$ cat config.mk
export PLATFORM = sky130hd
export DESIGN_NAME = keypad_scanner
export DESIGN_NICKNAME = d
export VERILOG_FILES = /design/src/rtl/keypad_pkg.sv /design/src/rtl/row_sync.sv /design/src/rtl/keypad_scanner.sv
export SDC_FILE = /design/constraint.sdc
export NUM_CORES = 1
export LEC_CHECK = 0
export ABC_AREA = 1
export CAP_MARGIN = 0
export CORE_MARGIN = 2
export CORE_UTILIZATION = 53
export CTS_BUF_LIST = sky130_fd_sc_hd__clkbuf_8 sky130_fd_sc_hd__clkbuf_16
export DETAILED_ROUTE_END_ITERATION = 10
export PLACE_DENSITY = 0.75
export SYNTH_ARGS = -nofsm -noshare
export SYNTH_HDL_FRONTEND = slang
export SYNTH_SLANG_ARGS = --single-unit
export TNS_END_PERCENT = 20
$ cat constraint.sdc
create_clock -name clk -period 3.37 [get_ports clk]
set_clock_uncertainty 0.05 [all_clocks]
set_input_delay 0.5055 -clock clk [delete_from_list [all_inputs] [get_ports clk]]
set_output_delay 0.5055 -clock clk [all_outputs]
set_load 0.05 [all_outputs]
$ cat src/rtl/keypad_pkg.sv
// Shared constants and types for the 4x4 matrix keypad scanner.
package keypad_pkg;

  localparam logic [3:0] COL_DRIVE [4] = '{4'b1110, 4'b1101, 4'b1011, 4'b0111};

  // Indexed {row, col}; row r / col c maps to the printed legend on the pad.
  localparam logic [3:0] KEY_TABLE [16] = '{
    4'h1, 4'h2, 4'h3, 4'hA,
    4'h4, 4'h5, 4'h6, 4'hB,
    4'h7, 4'h8, 4'h9, 4'hC,
    4'h0, 4'hF, 4'hE, 4'hD
  };

  typedef enum logic [1:0] {
    NONE  = 2'd0,
    ONE   = 2'd1,
    MULTI = 2'd2
  } result_t;

  typedef enum logic {
    RELEASED = 1'b0,
    PRESSED  = 1'b1
  } state_t;

endpackage

$ cat src/rtl/row_sync.sv
// Two-flop synchronizer for the asynchronous active-low keypad row lines.
module row_sync (
  input  logic       clk,
  input  logic       reset,
  input  logic [3:0] row,
  output logic [3:0] row_synced
);

  logic [3:0] meta;

  always_ff @(posedge clk) begin
    if (reset) begin
      meta       <= '1;
      row_synced <= '1;
    end else begin
      meta       <= row;
      row_synced <= meta;
    end
  end

endmodule

$ cat src/rtl/keypad_scanner.sv
// Column-scanning 4x4 keypad reader with frame-level debounce and single-cycle press events.
module keypad_scanner #(
  parameter int unsigned SCAN_TICKS     = 50000,
  parameter int unsigned DEBOUNCE_SCANS = 8
) (
  input  logic       clk,
  input  logic       reset,
  input  logic [3:0] row,
  output logic [3:0] col,
  output logic [3:0] key_code,
  output logic       key_valid,
  output logic       key_held
);

  import keypad_pkg::*;

  localparam int unsigned DW  = $clog2(SCAN_TICKS);
  localparam int unsigned DBW = $clog2(DEBOUNCE_SCANS + 1);
  localparam logic [DW-1:0]  DWELL_LAST = DW'(SCAN_TICKS - 1);
  localparam logic [DBW-1:0] DB_MAX     = DBW'(DEBOUNCE_SCANS);

  logic [3:0]     row_s;
  logic [DW-1:0]  dwell;
  logic [1:0]     col_idx;
  logic [1:0]     acc_cnt;
  logic [3:0]     acc_code;
  result_t        prev_result;
  logic [3:0]     prev_code;
  logic [DBW-1:0] stable;
  state_t         state;

  logic [1:0]     frame_cnt;
  logic [3:0]     frame_code;
  result_t        frame_result;
  logic           same;
  logic [DBW-1:0] stable_next;
  logic           sample;
  logic           frame_end;

  row_sync u_row_sync (
    .clk        (clk),
    .reset      (reset),
    .row        (row),
    .row_synced (row_s)
  );

  assign col       = COL_DRIVE[col_idx];
  assign sample    = (dwell == DWELL_LAST);
  assign frame_end = sample && (col_idx == 2'd3);

  // Running frame tally including the current column; column 0 starts a fresh frame.
  // The count saturates at 2 since only "one" versus "several" matters.
  always_comb begin
    frame_cnt  = (col_idx == 2'd0) ? 2'd0 : acc_cnt;
    frame_code = (col_idx == 2'd0) ? 4'h0 : acc_code;
    for (int unsigned r = 0; r < 4; r++) begin
      if (!row_s[r]) begin
        frame_code = KEY_TABLE[{2'(r), col_idx}];
        if (frame_cnt != 2'd2) frame_cnt = frame_cnt + 2'd1;
      end
    end
    case (frame_cnt)
      2'd0:    frame_result = NONE;
      2'd1:    frame_result = ONE;
      default: frame_result = MULTI;
    endcase
    same = (frame_result == prev_result) &&
           ((frame_result != ONE) || (frame_code == prev_code));
    if (!same)                stable_next = DBW'(1);
    else if (stable == DB_MAX) stable_next = stable;
    else                      stable_next = stable + DBW'(1);
  end

  always_ff @(posedge clk) begin
    if (reset) begin
      dwell       <= '0;
      col_idx     <= '0;
      acc_cnt     <= '0;
      acc_code    <= '0;
      prev_result <= NONE;
      prev_code   <= '0;
      stable      <= '0;
      state       <= RELEASED;
      key_code    <= '0;
      key_valid   <= 1'b0;
      key_held    <= 1'b0;
    end else begin
      key_valid <= 1'b0;
      if (sample) begin
        dwell    <= '0;
        col_idx  <= col_idx + 2'd1;
        acc_cnt  <= frame_cnt;
        acc_code <= frame_code;
      end else begin
        dwell <= dwell + DW'(1);
      end
      if (frame_end) begin
        prev_result <= frame_result;
        prev_code   <= frame_code;
        stable      <= stable_next;
        case (state)
          RELEASED: begin
            if (frame_result == ONE && stable_next == DB_MAX) begin
              state     <= PRESSED;
              key_code  <= frame_code;
              key_valid <= 1'b1;
              key_held  <= 1'b1;
            end
          end
          PRESSED: begin
            if (frame_result == NONE && stable_next == DB_MAX) begin
              state    <= RELEASED;
              key_held <= 1'b0;
            end
          end
          default: state <= RELEASED;
        endcase
      end
    end
  end

endmodule
## After elaboration in Yosys (flattened, before gate mapping)

Memories as Yosys holds them, arrays and structs flattened.
Index checks and enable logic that the tools add are counted.

- Memories kept: 4
- ROM bits: 256
- Register bits after elaboration: 49

- Add/subtract/negate cells: 7
- Reductions and logical operators: 12
- Magnitude comparators: 5
- Mux-type cells: 34
- Bitwise gates (word level): 7
- Equality and inequality tests: 15

Memories:

| memory | words | bits a word | rd ports | clocked after memory_dff | write ports | line | source |
|---|---|---|---|---|---|---|---|
| (no name shown) | 16 | 4 | 1 | 0 | 0 | keypad_scanner.sv:58 | `frame_code = KEY_TABLE[{2'(r), col_idx}];` |
| (no name shown) | 16 | 4 | 1 | 0 | 0 | keypad_scanner.sv:58 |  |
| (no name shown) | 16 | 4 | 1 | 0 | 0 | keypad_scanner.sv:58 |  |
| (no name shown) | 16 | 4 | 1 | 0 | 0 | keypad_scanner.sv:58 |  |

Operator list:

| kind | count |
|---|---|
| two-way mux 4 bit | 17 |
| >= comparator 5 bit, second input constant | 4 |
| two-way mux 2 bit | 9 |
| adder 16 x 1 -> 16 bit, second input constant | 1 |
| equality test 16 bit, second input constant | 1 |
| adder 2 x 1 -> 2 bit, second input constant | 5 |
| != test 2 bit, second input constant | 5 |
| NOT 4 -> 5 bit | 2 |
| binary-select mux 4 bit (select 2 bit) | 1 |
| equality test 4 bit, second input constant | 2 |
| logical NOT 2 bit | 3 |
| AND reduction 3 bit | 2 |
| NOT 2 -> 5 bit | 1 |
| NOT 3 -> 5 bit | 1 |
| adder 4 x 1 -> 4 bit, second input constant | 1 |
| equality test 2 x 1 -> 1 bit, second input constant | 2 |
| equality test 4 bit | 1 |
| logical AND 1 bit | 4 |
| two-way mux 1 bit | 4 |
| != test 2 x 1 -> 1 bit, second input constant | 2 |
| one-hot mux 1 bit (2 select lines) | 2 |
| one-hot mux 2 bit (2 select lines) | 1 |
| >= comparator 3 bit, second input constant | 1 |
| NOT 2 -> 3 bit | 1 |
| other kinds (6) | 7 |

## Longest topological paths before layout

- Depth after elaboration: 24
- Mapped depth: 25

## By module

From an unflattened synthesis, not the netlist that was laid out.

- Cell total of the unflattened synthesis: 395
- Area, all modules: 2,693.8 um2

By module, submodules not included:

| module | seq. area each (um2) | instances | area each (um2) | cells each |
|---|---|---|---|---|
| keypad_scanner | 820.8 | 1 | 2,469.9 | 370 |
| row_sync | 160.2 | 1 | 224.0 | 25 |

## Worst setup path before layout

No wires, ideal clock.

- Path kind: register to register
- Start point: register col_idx[0]
- End point: register key_code[0]
- Setup slack: -0.020 ns
- Required time: 3.210 ns
- Path buffers: 0
- Stages on the path, launching flop included: 25
- Library setup time: 0.110 ns
- Arrival time: 3.231 ns
- Path through: dfxtp_1 -> inv_1 -> ha_1 -> inv_4 -> nand2_1 -> ha_1 -> or2_2 -> nand2_1 -> nand2_1 -> nand3_2 -> nand2_2 -> nand2_1 -> nand2_2 -> ha_1 -> or2_2 -> nand2_4 -> nand2_2 -> nand2_4 -> nand2_2 -> nor2_4 -> o21ai_4 -> nand3_4 -> nand2_1 -> inv_1 -> nor2_1

- Word-level cells in the longest chain between the ends: 23
- Elaborated cells on any way between the ends: 54
- Those cells by class: 4 x add/sub; 11 x eq/ne; 24 x mux; 4 x bitwise; 7 x reduce/logical; 4 x memory

RTL lines:

| what | line | source |
|---|---|---|
| from (decl) | keypad_scanner.sv:24 | `logic [1:0] col_idx;` |
| from (signal assigned) | keypad_scanner.sv:91 | `col_idx <= col_idx + 2'd1;` |
| logical NOT 2 bit | keypad_scanner.sv:54, keypad_scanner.sv:55 |  |
| two-way mux 2 bit | keypad_scanner.sv:54 | `frame_cnt = (col_idx == 2'd0) ? 2'd0 : acc_cnt;` |
| adder 2 x 1 -> 2 bit / != test 2 bit (equally long branches) | keypad_scanner.sv:59 | `if (frame_cnt != 2'd2) frame_cnt = frame_cnt + 2'd1;` |
| two-way mux 2 bit | keypad_scanner.sv:59 |  |
| two-way mux 2 bit | keypad_scanner.sv:57 | `if (!row_s[r]) begin` |
| adder 2 x 1 -> 2 bit / != test 2 bit (equally long branches) | keypad_scanner.sv:59 |  |
| two-way mux 2 bit | keypad_scanner.sv:59 |  |
| two-way mux 2 bit | keypad_scanner.sv:57 |  |
| [... 7 more ...] | -- |  |
| one-hot mux 2 bit (2 select lines) | keypad_scanner.sv:62 | `case (frame_cnt)` |
| != test 2 x 1 -> 1 bit | keypad_scanner.sv:68 | `((frame_result != ONE) \|\| (frame_code == prev_code));` |
| logical OR 1 bit | keypad_scanner.sv:68 |  |
| logical AND 1 bit | keypad_scanner.sv:67 | `same = (frame_result == prev_result) &&` |
| two-way mux 4 bit | keypad_scanner.sv:69 | `if (!same) stable_next = DBW'(1);` |
| equality test 4 bit | keypad_scanner.sv:103 | `if (frame_result == ONE && stable_next == DB_MAX) begin` |
| logical AND 1 bit | keypad_scanner.sv:103 |  |
| AND reduction 3 bit (no source line) | -- |  |
| to (signal assigned) | keypad_scanner.sv:105 | `key_code <= frame_code;` |
| to (decl) | keypad_scanner.sv:10 | `output logic [3:0] key_code,` |

Several ways; a longest one is shown, not always the timed one. The select of a mux whose other input is x is not followed.
A chain may end at the register's enable or synchronous reset.

## Worst setup path after layout

- Start point: register col_idx[0]
- End point: register key_code[2]

The elaborated chain is that of the path after synthesis.

==> results.toml <==
[final_layout]
area_growth_pct = 15.3
fin_nets = 415
final_area_mm2 = 0.00311
fill_cells = 435
diodes = 0
drive_above_1_share_pct = 15.5

[setup_path]
reg2reg_to = "key_code[2]"
critPathLaunchType = "register"
critPathMaxFanout = 8
r2r_setup_slack_ns = 0.24
crit_start = "col_idx[0]"
ff2ff_path_depth = 23
crit_path_end_kind = "register"
worstPathRequired_ns = 3.55
critPathKind = "register to register"
rr_startpoint = "col_idx[0]"
critical_path_arrival_ns = 3.31

[power_and_ir_drop]
clkPwrFrac_pct = 38.4
combPwrFrac_pct = 8.0
seqPwrFrac_pct = 53.6
power_switching_uw = 247
peakVddDrop_mv = 0.242
p_sw_share_pct = 22.3
p_leak_uw = 0.00128
p_int_uw = 860
power.density_mw_per_mm2 = 356

[synthesis]
synth-xor-area-share_pct = 2.27
synth_top_family_by_area = "simple AND/OR/NAND/NOR gates"
ys_seq_area_share_pct = 36.3
synth_edf_count = 0
synth.distinct_cells = 39
ys_warn_count = 0
synth_flop_cell = "dfxtp_1"
syn-num-nets = 393
synth_fa_ha_area_share_pct = 4.63
synth.area.mux_share_pct = 0
netlist_area_mm2 = 0.00270
syn_inst = 377
synthArstFlopShare_pct = 0
synth-seq-cells = 49
syn_avg_cell_area_um2 = 7.17
synth_compound_area_share_pct = 10.2
synthSimpleGateAreaFrac_pct = 36.4

[clock_network]
clkSlewWorstSetupHoldPaths_ns = 0.09
clk_latency_ns = 0.30
cts_hold_buffers = 0
htree_levels = 2
root_buffer = "clkbuf_8"
cts_sinks = 49
cts_tree = "built"
clockBufferDepth = 2
cts_buffers = 5

[place]
pre_cts_ws_ns = 0.0537
hpwl_um = 4200
place_congestion = 0.866
dpl_cell_area_mm2 = 0.00294
portBuffers = 15

[grt]
grt-ovfl-total = 0
grt_pass1_wl_um = 9130
grt_pass1_vias = 2060
grt_max_degree = 18
track_usage_pct = 21.0
antenna_found_initial = 0

[min_path]
hold_path_class = "register to register"
min_path_cells = 1
worstHoldStart = "u_row_sync.meta[1]"
whs_endpoint = "u_row_sync.row_synced[1]"

[die]
die_w_um = 75.4
start_util_pct = 56.1
core_mm2 = 0.00482
row_count = 25
dieArea_mm2 = 0.00568
die_h_um = 75.4
ios = 16

[timing]
tightest_slew_ns = 0.525
period_needed_ns = 3.13
min_period_over_period_pct = 92.9
setup_viol = 0
slew_headroom_pct = 64.9
setup_slack_ns = 0.240
fmax_mhz = 320
report.final.slew_viol_count = 0
finalHoldViolCount = 0

[job]
cap_violations = 0

[routing]
drt_iter0_drc = 178
routed_wl_um = 5610
vias = 2409
antenna_left = 0
dr.pass1.iters = 4
avgViaCountPerCell = 5.16
drc = 0
wl_per_cell_um = 12.0

[run_status]
status = "complete, no violations"
-- sequential cells by signal, indices dropped and copies added (netlist names), 2 cells and up --
| signal | count |
|---|---|
| prev_code | 4 |
| prev_result | 2 |
| key_code | 4 |
| stable | 4 |
| u_row_sync.row_synced | 4 |
| dwell | 16 |
| col_idx | 2 |
| acc_cnt | 2 |
| u_row_sync.meta | 4 |
| acc_code | 4 |
-- worst max path at each step --
stage	end	slack [ns]	cells after the start
finish	key_code[2]	0.24	23
global route	key_code[2]	-0.0008	23
CTS	key_code[2]	0.02	23
detailed placement	key_code[2]	0.05	23
global placement	key_code[3]	0.15	24
floorplan	key_code[0]	0.03	24
-- through the flow --
| step | instances | utilization, % | power [µW] | setup TNS [ns] | hold WS, ns |
|---|---|---|---|---|---|
| 5_1_grt | 467 | 64.6 | 1150 | -0.000815 | 0.381 |
| 3_3_place_gp | 457 | 61.0 | 690 | 0 | 0.341 |
| 4_1_cts | 465 | 63.4 | 1110 | 0 | 0.364 |
| 3_5_place_dp | 457 | 61.0 | 691 | 0 | 0.344 |
| 6_report | 467 | 64.6 | 1110 | 0 | 0.364 |
| 2_1_floorplan | 377 | - | 666 | 0 | 0.339 |
-- power by group through the flow --
stage,Sequential [µW],Combinational (µW),Clock [µW]
2_1_floorplan,603,63.7,0
3_3_place_gp,607,82.4,0
3_5_place_dp,607,83.4,0
4_1_cts,593,84.4,433
5_1_grt,595,101,457
6_report,594,88.9,425
-- cells in the final DEF, fill, tap and decap left out, types with 5 or more instances in the layout --
master            n
nand2_1          84
inv_1            56
dfxtp_1          47
nor2_1           29
a21oi_1          23
nand3_1          20
clkdlybuf4s50_1  15
o21ai_0          14
nand2_2          11
or2_2             9
nand4_1           8
ha_1              7
buf_4             7
o22ai_1           6
nor3_1            6
xor2_1            6
clkbuf_8          6
nand3_2           5
nor4_1            5
-- logic make-up (layout without fill, tap and decap cells) --
logic type / Yosys count / in the layout
simple gates: 192 / 192
buf+inv: 69 / 92
compound gates: 50 / 50
flops: 49 / 49
fa+ha+maj: 10 / 10
xor+xnor: 7 / 7
-- worst max-delay path, cell delays in order (launching register included) --
cell and delay [ns]:
dfxtp_2 0.35, inv_1 0.07, ha_4 0.18, inv_6 0.08
nand2_2 0.08, ha_4 0.24, or2_2 0.26, nand2_1 0.07
nand2_1 0.06, nand3_2 0.07, nand3_1 0.08, nand2_1 0.09
inv_1 0.07, ha_4 0.24, or2_4 0.23, nand2_4 0.08
nand2_2 0.07, nand2_4 0.07, nand4_4 0.11, nor2_8 0.19
nand3_4 0.11, nand2_1 0.08, inv_1 0.04, nor2_1 0.11
-- what timing repair did --
| item | CTS | global route |
|---|---|---|
| gates resized for setup | 0 | 9 |
| endpoints found under the setup margin | 0 | 11 |
| buffers inserted | 0 | 2 |
-- metal layers --
metal  track usage, %  wire length, µm
met1             29.3             2810
met2             32.9             2520
met3             3.84              211
met4             7.02               66
met5                0                0
-- synthesized netlist by cell type, types with 2 or more instances --
master	count	area, µm²
a21oi_1	23	115
a31oi_1	2	12.5
clkbuf_1	5	18.8
dfxtp_1	49	981
ha_1	10	125
inv_1	56	210
inv_2	3	11.3
inv_4	2	12.5
nand2_1	85	319
nand2_2	10	62.6
nand2_4	2	22.5
nand3_1	20	100
nand3_2	5	50.1
nand4_1	8	50.1
nor2_1	29	109
nor2_4	2	22.5
nor3_1	6	30.0
nor3b_1	2	15.0
nor4_1	5	31.3
o21ai_0	14	70.1
o21ai_1	2	10.0
o22ai_1	6	37.5
or2_2	10	62.6
xor2_1	6	52.6
-- cell type report --
| cell class | count | area, µm² | area share [%] |
|---|---|---|---|
| clock inverters | 2 | 33.8 | 1.08 |
| clock buffers | 6 | 82.6 | 2.65 |
| multi-input cells | 259 | 1490 | 47.8 |
| well taps | 67 | 83.8 | 2.69 |
| repair buffers | 22 | 203 | 6.51 |
| flip-flops and latches | 49 | 983 | 31.6 |
| inverters | 62 | 240 | 7.71 |
Note: power is estimated with default switching activity, not from simulation.
